<file path="src/rtl/pipe_hazard_ctrl_if.sv">
// Hazard-controller bus: hazard sources from the pipeline and the stall/flush
// controls back to the PC and the four pipeline buffer registers.
interface pipe_hazard_ctrl_if;
  logic [4:0] id_rs1;
  logic [4:0] id_rs2;
  logic       id_rs1_used;
  logic       id_rs2_used;
  logic       idex_memread;
  logic [4:0] idex_rd;
  logic       ex_redirect;
  logic       exmem_memreq;
  logic       dmem_ready;
  logic       pc_en;
  logic       pc_redirect;
  logic       ifid_en;
  logic       idex_en;
  logic       exmem_en;
  logic       memwb_en;
  logic       ifid_flush;
  logic       idex_flush;
  logic       mem_timeout;

  modport master (
    output id_rs1, id_rs2, id_rs1_used, id_rs2_used, idex_memread, idex_rd,
           ex_redirect, exmem_memreq, dmem_ready,
    input  pc_en, pc_redirect, ifid_en, idex_en, exmem_en, memwb_en,
           ifid_flush, idex_flush, mem_timeout
  );

  modport slave (
    input  id_rs1, id_rs2, id_rs1_used, id_rs2_used, idex_memread, idex_rd,
           ex_redirect, exmem_memreq, dmem_ready,
    output pc_en, pc_redirect, ifid_en, idex_en, exmem_en, memwb_en,
           ifid_flush, idex_flush, mem_timeout
  );
endinterface

</file>
<file path="src/rtl/pipe_hazard_ctrl.sv">
// Stall/flush sequencer for the 5-stage pipeline with a memory-wait watchdog.
// Optional performance counters are enabled by defining PIPE_PERF_CNT_EN.
module pipe_hazard_ctrl #(
  parameter int unsigned MEM_TIMEOUT = 255,
  parameter int unsigned CNT_W       = 32
) (
  input  logic              clk,
  input  logic              reset,
  pipe_hazard_ctrl_if.slave bus
`ifdef PIPE_PERF_CNT_EN
  ,
  output logic [CNT_W-1:0]  stall_cycles,
  output logic [CNT_W-1:0]  flush_events
`endif
);
  localparam int unsigned       WAIT_W     = $clog2(MEM_TIMEOUT + 2);
  localparam logic [WAIT_W-1:0] WAIT_MAX   = {WAIT_W{1'b1}};
  localparam logic [WAIT_W-1:0] WAIT_LIMIT = WAIT_W'(MEM_TIMEOUT);

  typedef enum logic [1:0] {
    ST_RUN      = 2'd0,
    ST_MEM_WAIT = 2'd1,
    ST_ERROR    = 2'd2
  } state_t;

  state_t            state_r;
  logic [WAIT_W-1:0] wait_cnt_r;
  logic              mem_timeout_r;

  logic load_use_s;
  logic freeze_s;
  logic pc_en_s, pc_redirect_s, ifid_en_s, idex_en_s, exmem_en_s, memwb_en_s;
  logic ifid_flush_s, idex_flush_s;

  assign load_use_s = bus.idex_memread && (bus.idex_rd != 5'd0) &&
                      ((bus.id_rs1_used && (bus.id_rs1 == bus.idex_rd)) ||
                       (bus.id_rs2_used && (bus.id_rs2 == bus.idex_rd)));

  // While waiting, only dmem_ready releases the freeze; the request may already be gone.
  assign freeze_s = (state_r == ST_MEM_WAIT) ? !bus.dmem_ready
                                             : (bus.exmem_memreq && !bus.dmem_ready);

  // Combinational control so every hazard acts in the cycle it is detected.
  always_comb begin
    pc_en_s       = 1'b0;
    pc_redirect_s = 1'b0;
    ifid_en_s     = 1'b0;
    idex_en_s     = 1'b0;
    exmem_en_s    = 1'b0;
    memwb_en_s    = 1'b0;
    ifid_flush_s  = 1'b0;
    idex_flush_s  = 1'b0;
    if (!reset) begin
      ifid_flush_s = 1'b1;
      idex_flush_s = 1'b1;
    end else begin
      case (state_r)
        ST_RUN, ST_MEM_WAIT: begin
          if (freeze_s) begin
            pc_en_s = 1'b0;
          end else if (bus.ex_redirect) begin
            pc_en_s       = 1'b1;
            pc_redirect_s = 1'b1;
            ifid_en_s     = 1'b1;
            idex_en_s     = 1'b1;
            exmem_en_s    = 1'b1;
            memwb_en_s    = 1'b1;
            ifid_flush_s  = 1'b1;
            idex_flush_s  = 1'b1;
          end else if (load_use_s) begin
            idex_en_s     = 1'b1;
            exmem_en_s    = 1'b1;
            memwb_en_s    = 1'b1;
            idex_flush_s  = 1'b1;
          end else begin
            pc_en_s       = 1'b1;
            ifid_en_s     = 1'b1;
            idex_en_s     = 1'b1;
            exmem_en_s    = 1'b1;
            memwb_en_s    = 1'b1;
          end
        end
        ST_ERROR: begin
          pc_en_s = 1'b0;
        end
        default: begin
          pc_en_s = 1'b0;
        end
      endcase
    end
  end

  // Sequencer state, saturating wait counter and sticky timeout flag.
  always_ff @(posedge clk) begin
    if (!reset) begin
      state_r       <= ST_RUN;
      wait_cnt_r    <= '0;
      mem_timeout_r <= 1'b0;
    end else begin
      case (state_r)
        ST_RUN: begin
          if (bus.exmem_memreq && !bus.dmem_ready) begin
            state_r    <= ST_MEM_WAIT;
            wait_cnt_r <= WAIT_W'(1);
          end
        end
        ST_MEM_WAIT: begin
          if (bus.dmem_ready) begin
            state_r    <= ST_RUN;
            wait_cnt_r <= '0;
          end else begin
            if (wait_cnt_r != WAIT_MAX) begin
              wait_cnt_r <= wait_cnt_r + WAIT_W'(1);
            end
            if ((MEM_TIMEOUT != 32'd0) && (wait_cnt_r == WAIT_LIMIT)) begin
              state_r       <= ST_ERROR;
              mem_timeout_r <= 1'b1;
            end
          end
        end
        ST_ERROR: begin
          mem_timeout_r <= 1'b1;
        end
        default: begin
          state_r    <= ST_RUN;
          wait_cnt_r <= '0;
        end
      endcase
    end
  end

  assign bus.pc_en       = pc_en_s;
  assign bus.pc_redirect = pc_redirect_s;
  assign bus.ifid_en     = ifid_en_s;
  assign bus.idex_en     = idex_en_s;
  assign bus.exmem_en    = exmem_en_s;
  assign bus.memwb_en    = memwb_en_s;
  assign bus.ifid_flush  = ifid_flush_s;
  assign bus.idex_flush  = idex_flush_s;
  assign bus.mem_timeout = mem_timeout_r;

`ifdef PIPE_PERF_CNT_EN
  localparam logic [CNT_W-1:0] CNT_MAX = {CNT_W{1'b1}};

  // Saturating stall and flush event counters.
  always_ff @(posedge clk) begin
    if (!reset) begin
      stall_cycles <= '0;
      flush_events <= '0;
    end else begin
      if (!pc_en_s && (state_r != ST_ERROR) && (stall_cycles != CNT_MAX)) begin
        stall_cycles <= stall_cycles + CNT_W'(1);
      end
      if (pc_redirect_s && (flush_events != CNT_MAX)) begin
        flush_events <= flush_events + CNT_W'(1);
      end
    end
  end
`else
  logic unused_cnt_w_s;
  assign unused_cnt_w_s = (CNT_W != 32'd0);
`endif
endmodule

</file>
<file path="src/flat_wrapper.sv">
// flat-port wrapper written by rule: the top's interface ports become plain ports
module pipe_hazard_ctrl_flat 
#(
  parameter int unsigned MEM_TIMEOUT = 255,
  parameter int unsigned CNT_W       = 32
)
  (clk, reset, bus_id_rs1, bus_id_rs2, bus_id_rs1_used, bus_id_rs2_used, bus_idex_memread, bus_idex_rd, bus_ex_redirect, bus_exmem_memreq, bus_dmem_ready, bus_pc_en, bus_pc_redirect, bus_ifid_en, bus_idex_en, bus_exmem_en, bus_memwb_en, bus_ifid_flush, bus_idex_flush, bus_mem_timeout);
  pipe_hazard_ctrl_if bus_i ();
  input  logic clk;
  input  logic reset;
  input wire logic [$bits(bus_i.id_rs1)-1:0] bus_id_rs1;
  input wire logic [$bits(bus_i.id_rs2)-1:0] bus_id_rs2;
  input wire logic [$bits(bus_i.id_rs1_used)-1:0] bus_id_rs1_used;
  input wire logic [$bits(bus_i.id_rs2_used)-1:0] bus_id_rs2_used;
  input wire logic [$bits(bus_i.idex_memread)-1:0] bus_idex_memread;
  input wire logic [$bits(bus_i.idex_rd)-1:0] bus_idex_rd;
  input wire logic [$bits(bus_i.ex_redirect)-1:0] bus_ex_redirect;
  input wire logic [$bits(bus_i.exmem_memreq)-1:0] bus_exmem_memreq;
  input wire logic [$bits(bus_i.dmem_ready)-1:0] bus_dmem_ready;
  output wire logic [$bits(bus_i.pc_en)-1:0] bus_pc_en;
  output wire logic [$bits(bus_i.pc_redirect)-1:0] bus_pc_redirect;
  output wire logic [$bits(bus_i.ifid_en)-1:0] bus_ifid_en;
  output wire logic [$bits(bus_i.idex_en)-1:0] bus_idex_en;
  output wire logic [$bits(bus_i.exmem_en)-1:0] bus_exmem_en;
  output wire logic [$bits(bus_i.memwb_en)-1:0] bus_memwb_en;
  output wire logic [$bits(bus_i.ifid_flush)-1:0] bus_ifid_flush;
  output wire logic [$bits(bus_i.idex_flush)-1:0] bus_idex_flush;
  output wire logic [$bits(bus_i.mem_timeout)-1:0] bus_mem_timeout;
  assign bus_i.id_rs1 = bus_id_rs1;
  assign bus_i.id_rs2 = bus_id_rs2;
  assign bus_i.id_rs1_used = bus_id_rs1_used;
  assign bus_i.id_rs2_used = bus_id_rs2_used;
  assign bus_i.idex_memread = bus_idex_memread;
  assign bus_i.idex_rd = bus_idex_rd;
  assign bus_i.ex_redirect = bus_ex_redirect;
  assign bus_i.exmem_memreq = bus_exmem_memreq;
  assign bus_i.dmem_ready = bus_dmem_ready;
  assign bus_pc_en = bus_i.pc_en;
  assign bus_pc_redirect = bus_i.pc_redirect;
  assign bus_ifid_en = bus_i.ifid_en;
  assign bus_idex_en = bus_i.idex_en;
  assign bus_exmem_en = bus_i.exmem_en;
  assign bus_memwb_en = bus_i.memwb_en;
  assign bus_ifid_flush = bus_i.ifid_flush;
  assign bus_idex_flush = bus_i.idex_flush;
  assign bus_mem_timeout = bus_i.mem_timeout;
  pipe_hazard_ctrl #(.MEM_TIMEOUT(MEM_TIMEOUT), .CNT_W(CNT_W)) u_core (.clk(clk), .reset(reset), .bus(bus_i));
endmodule
</file>
<file path="config.mk">
export PLATFORM = sky130hd
export DESIGN_NAME = pipe_hazard_ctrl_flat
export DESIGN_NICKNAME = d
export VERILOG_FILES = /design/src/rtl/pipe_hazard_ctrl_if.sv /design/src/rtl/pipe_hazard_ctrl.sv /design/src/flat_wrapper.sv
export SDC_FILE = /design/constraint.sdc
export NUM_CORES = 1
export LEC_CHECK = 0
export BUFFER_PORTS_ARGS = -buffer_cell sky130_fd_sc_hd__buf_2
export CORE_ASPECT_RATIO = 0.9
export CORE_MARGIN = 2
export CORE_UTILIZATION = 43
export DETAILED_ROUTE_END_ITERATION = 8
export GPL_TIMING_DRIVEN = 1
export PLACE_DENSITY_LB_ADDON = 0.08
export SLEW_MARGIN = 20
export SYNTH_ARGS = -nofsm -noshare
export SYNTH_HDL_FRONTEND = slang
export SYNTH_SLANG_ARGS = --single-unit
</file>
<file path="constraint.sdc">
create_clock -name clk -period 1.9 [get_ports clk]
set_clock_uncertainty 0.1 [all_clocks]
set_input_delay 0.19 -clock clk [delete_from_list [all_inputs] [get_ports clk]]
set_output_delay 0.19 -clock clk [all_outputs]
set_load 0.05 [all_outputs]
</file>
# Word-level counts from Yosys, hierarchy flattened
# Cells that the tools add are included.
# word_totals
reg_bits	12
in_bits	23
# classes
n_addsub	1
n_eq_ne	11
n_mux	30
bitwise	1
n_reduce_logical	14
# ops
operator	n
2-to-1 mux 9 bit	3
case mux 9 bit (3 select lines)	1
2-to-1 mux 1 bit	21
== test 5 bit	2
adder 9 x 1 -> 9 bit, second input constant	1
== test 9 x 8 -> 1 bit, second input constant	1
inequality test 9 bit, second input constant	1
AND reduction 3 bit	3
2-to-1 mux 2 bit	3
inequality test 3 bit, second input constant	2
case mux 2 bit (3 select lines)	1
logical AND 1 bit	5
nonzero test 5 bit	1
inequality test 2 bit, second input constant	2
== test 2 x 1 -> 1 bit, second input constant	1
== test 2 bit, second input constant	1
logical NOT 2 bit	1
inequality test 2 x 1 -> 1 bit, second input constant	1
case mux 1 bit (2 select lines)	1
nonzero test 2 bit	1
OR reduction 2 bit	1
logical NOT 1 bit	1
logical OR 1 bit	1
inverter 1 bit	1

# Logic depth before layout (Yosys ltp)
# depth
ltp_word	9
depth_mapped	9
mapped_depth_nobuf	8

# Least setup slack after synthesis
# Ideal clock, no wire load.
# synth_timing
path_type	input -> output
startpoint	input port bus_idex_rd[3]
endpoint	output port bus_idex_flush
arrival_time_ns	2.003
required_ns	1.610
slack_ns	-0.393
stages	4
n_path_buf	0
path_cell_list	xor2_1 > nor4_1 > a32oi_1 > o311ai_1
# synth_between
elab_chain_cells	9
elab_cells_between_ends	13
# synth_lines
item	line_no	source
start: declaration	flat_wrapper.sv:16	input wire logic [$bits(bus_i.idex_rd)-1:0] bus_idex_rd;
== test 5 bit, on equally long branches	pipe_hazard_ctrl.sv:36, pipe_hazard_ctrl.sv:37	
logical AND 1 bit, on equally long branches	pipe_hazard_ctrl.sv:36, pipe_hazard_ctrl.sv:37	
logical OR 1 bit	pipe_hazard_ctrl.sv:36	((bus.id_rs1_used && (bus.id_rs1 == bus.idex_rd)) ||
logical AND 1 bit (*)	pipe_hazard_ctrl.sv:35	assign load_use_s = bus.idex_memread && (bus.idex_rd != 5'd0) &&
2-to-1 mux 1 bit (*)	pipe_hazard_ctrl.sv:70	end else if (load_use_s) begin
2-to-1 mux 1 bit (*)	pipe_hazard_ctrl.sv:61	end else if (bus.ex_redirect) begin
2-to-1 mux 1 bit (*)	pipe_hazard_ctrl.sv:59	if (freeze_s) begin
2-to-1 mux 1 bit (*)	pipe_hazard_ctrl.sv:57	case (state_r)
2-to-1 mux 1 bit (*)	pipe_hazard_ctrl.sv:53	if (!reset) begin
end: declaration	flat_wrapper.sv:27	output wire logic [$bits(bus_i.idex_flush)-1:0] bus_idex_flush;
# Every way passes the cells marked *; elsewhere a longest branch is shown, timed or not.

# Worst setup path after layout
# layout_timing
startpoint	register u_core.wait_cnt_r[0]
endpoint	register u_core.wait_cnt_r[8]
# layout_between
elab_chain_cells	4
elab_cells_between_ends	7
# layout_lines
item	line_no	source
start: declaration	pipe_hazard_ctrl.sv:27	logic [WAIT_W-1:0] wait_cnt_r;
start signal: assignment	pipe_hazard_ctrl.sv:113	wait_cnt_r <= wait_cnt_r + WAIT_W'(1);
adder 9 x 1 -> 9 bit	pipe_hazard_ctrl.sv:113	
2-to-1 mux 9 bit	pipe_hazard_ctrl.sv:112	if (wait_cnt_r != WAIT_MAX) begin
2-to-1 mux 9 bit	pipe_hazard_ctrl.sv:108	if (bus.dmem_ready) begin
case mux 9 bit (3 select lines)	pipe_hazard_ctrl.sv:100	case (state_r)
# Parallel ways exist; a longest one is shown, timed or not. The select of a mux whose other input is x is not followed.
# A chain may end at the register's enable or synchronous reset.

==> qor.yml <==
outcome: "finished, final reports clean"
ys_ff_latch: 12
cp_max_fo: 4
wirelength_um: 1880
core-area_um2: 1880
p_comb_share_pct: 28.2
yosysSeqAreaShare_pct: 28.9
vias: 793
cpPeakStageDelay_ns: 0.36
netSwitchingPower_w: 0.000187
antenna_found_initial: 0
relSlewSlack_pct: 77.3
finalSetupViolCount: 0
ant_nets: 0
die_x_um: 50.4
min_path_type: "in -> reg"
hold_viol: 0
ys_types: 36
cts_hold_buf: 0
cts_tree: "done"
htreeDepth: 1
avgViaCountPerCell: 5.02
path_buf_inv: 3
gr-max-usage-layer: "met2"
rsz0062_at_grt: "true"
crit_family: "simple AND/OR/NAND/NOR gates"
dieArea_um2: 2300
r2r_start: "u_core.wait_cnt_r[0]"
path_class: "reg -> reg"
p_int_w: 0.000391
multi_input_area_um2: 604
port_buffers: 31
grt_use_met3_pct: 6.91
regArea_um2: 245
io_pins: 32
numCtsBuffers: 3
root_buffer: "clkbuf_4"
cts_buffer_depth: 2
leakagePower_nw: 0.479
die_y_um: 45.7
syn_inst: 95
dpl.hpwl_um: 1470
drc: 0
layout.nets: 161
initial_core_util_pct: 44.3
fill_cells: 170
p_sw_share_pct: 32.4
worst_pin_slew_ns: 0.340
period_share_pct: 95.8
yosys_warnings: 0
avgSynthCellArea_um2: 8.76
p_clk_share_pct: 27.3
hold_start: "reset"
report.final.slew_viol_count: 0
routedWlPerCell_um: 11.9
grt_pass1_wl_um: 2990
clkTransAtPathRegs_ns: 0.07
place_ws_ns: -0.0442
syn-cell-area_um2: 832
clock_latency_ns: 0.28
synth_nets: 121
drive_gt1_share_pct: 45.9
grt_util_met2_pct: 29.5
grt_remaining_overflow: 0
num_rows: 15
p_per_area_nw_per_um2: 499
grt_max_degree: 16
crit_chain: "ha_4, and2_4, and3_4, ha_4, nand4bb_4, buf_4, buf_4, buf_4, nand4b_1, a21boi_1"
crit_slowest_cell: "dfxtp_2"
dpl.cell_count: 153
period_minus_slack_ns: 1.82
drtPass1Iterations: 4
cp-start-kind: "flop"
p_seq_share_pct: 44.5
setup_ws_ns: 0.0797
stdcell_area_um2: 1160
clock-sinks: 12
drt_iter0_drc: 11
n_antenna_cell: 0
power.total_w: 0.000579
grt_pass1_vias: 675
grt_usage_pct: 17.9
use_met1_pct: 22.0
critPathArrivalTime_ns: 1.90
max_freq_ghz: 0.549
worst-endpoint-required_ns: 1.98
place_area_um2: 1050
endpoint_kind: "flop"
routabilityCongestion: 0.834
startpoint: "u_core.wait_cnt_r[0]"
stdcell_count: 158
crit_path_frequent_cell: "buf_4"
syn2layout_area_growth_pct: 39.4
max_cap_viol_count: 0
ir_drop_mv: 0.376
## cells in the mapped netlist
master     instances  share of area (%)
o21a_1             2                1.8
o21ai_1            2                1.2
xor2_1            12                 13
o2111ai_1          3                3.2
inv_1              3                1.4
nor4_1             2                1.5
nand3b_1           1               0.90
o31a_1             1                1.1
nor3b_4            1                2.3
nand4_1            1               0.75
nor2b_1            1               0.75
a21oi_2            1                1.1
nand3_1            2                1.2
o211ai_1           2                1.8
and4_1             1                1.1
and2_0             1               0.75
dfxtp_1           12                 29
nor2_1             7                3.2
and4b_1            1                1.2
o21ai_0            2                1.2
buf_4              3                2.7
ha_1               3                4.5
nand2_1            6                2.7
buf_6              1                1.4
nand4b_1           1                1.1
a32oi_1            1                1.1
clkbuf_1           2               0.90
a21boi_1           3                2.7
and3_1             3                2.3
or3_1              1               0.75
nand4bb_1          1                1.4
xnor2_1            3                3.2
o21ai_2            2                2.1
or4_1              1               0.90
and2_1             5                3.8
o311ai_1           1                1.1
## metal layers
metal | wire length, um | share of wire [%]
met3 | 85 | 4.5
met4 | 22 | 1.2
met2 | 899 | 48
met1 | 874 | 46
met5 | 0 | 0
## layout by cell type, fill, tap and decap left out, types with 2 or more instances in the layout
| master | netlist | layout |
|---|---|---|
| o21ai_1 | 2 | 2 |
| o211ai_1 | 2 | 2 |
| nand2_1 | 6 | 6 |
| o21a_1 | 2 | 2 |
| o21ai_0 | 2 | 2 |
| buf_4 | 3 | 9 |
| dfxtp_1 | 12 | 8 |
| xnor2_1 | 3 | 3 |
| buf_2 | 0 | 28 |
| o2111ai_1 | 3 | 3 |
| and2_1 | 5 | 3 |
| dfxtp_2 | 0 | 4 |
| ha_4 | 0 | 2 |
| nand3_1 | 2 | 2 |
| buf_6 | 1 | 2 |
| clkbuf_4 | 0 | 5 |
| inv_1 | 3 | 3 |
| nor2_1 | 7 | 7 |
| xor2_1 | 12 | 12 |
| and3_1 | 3 | 2 |
| a21boi_1 | 3 | 3 |
| o21ai_2 | 2 | 2 |
## per-stage QoR
step / hold WS [ns] / util, % / TNS, ns
final: 0.145 / 61.8 / 0
after global routing: 0.163 / 61.8 / -0.0114
after CTS: 0.144 / 58.2 / 0
after detailed placement: 0.356 / 55.9 / -0.132
after global placement: 0.347 / 55.9 / 0
after floorplan: 0.264 / - / 0
## final timing paths
path | to | slack, ns | cells after the start
min reg2reg | u_core.bus.mem_timeout | 0.36 | 1
min | u_core.bus.mem_timeout | 0.15 | 2
max | u_core.wait_cnt_r[8] | 0.08 | 10
max reg2reg | u_core.wait_cnt_r[8] | 0.08 | 10
## cells by family (layout without fill, tap and decap cells)
kind of cell,after synthesis,after routing,share of synthesized area [%]
and+or+nand+nor,36,36,26.3
AOI/OAI and AO/OA,20,20,18.2
xor gates and xnor gates,15,15,15.8
DFF,12,12,28.9
buffers and inverters,9,47,6.32
adders and majority gates,3,3,4.51
## timing repair
action / 4_1_cts / 5_1_grt
gates cloned: 0 / 0
gates resized for setup: 5 / 11
pin swaps: 1 / 3
buffers inserted: 1 / 1
setup endpoints to repair: 6 / 9
## registers in the layout (all words and copies together) (netlist names)
signal	cells
u_core.bus.mem_timeout	1
u_core.wait_cnt_r	9
u_core.state_r	2
## layout make-up
cell class | count | area share (%)
inverters | 3 | 0.971
flip-flops and latches | 12 | 21.1
repair buffers | 41 | 21.1
well taps | 25 | 2.70
clock buffers | 3 | 1.94
multi-input cells | 74 | 52.1
## power groups by stage
| stage | combinational, W | sequential (W) | clock, W |
|---|---|---|---|
| 2_1_floorplan | 0.000103 | 0.000263 | 0 |
| 3_3_place_gp | 0.000154 | 0.000262 | 0 |
| 3_5_place_dp | 0.000155 | 0.000262 | 0 |
| 4_1_cts | 0.000156 | 0.000256 | 0.000164 |
| 5_1_grt | 0.000175 | 0.000258 | 0.000170 |
| 6_report | 0.000163 | 0.000258 | 0.000158 |
Note: power is estimated with default switching activity, not from simulation.
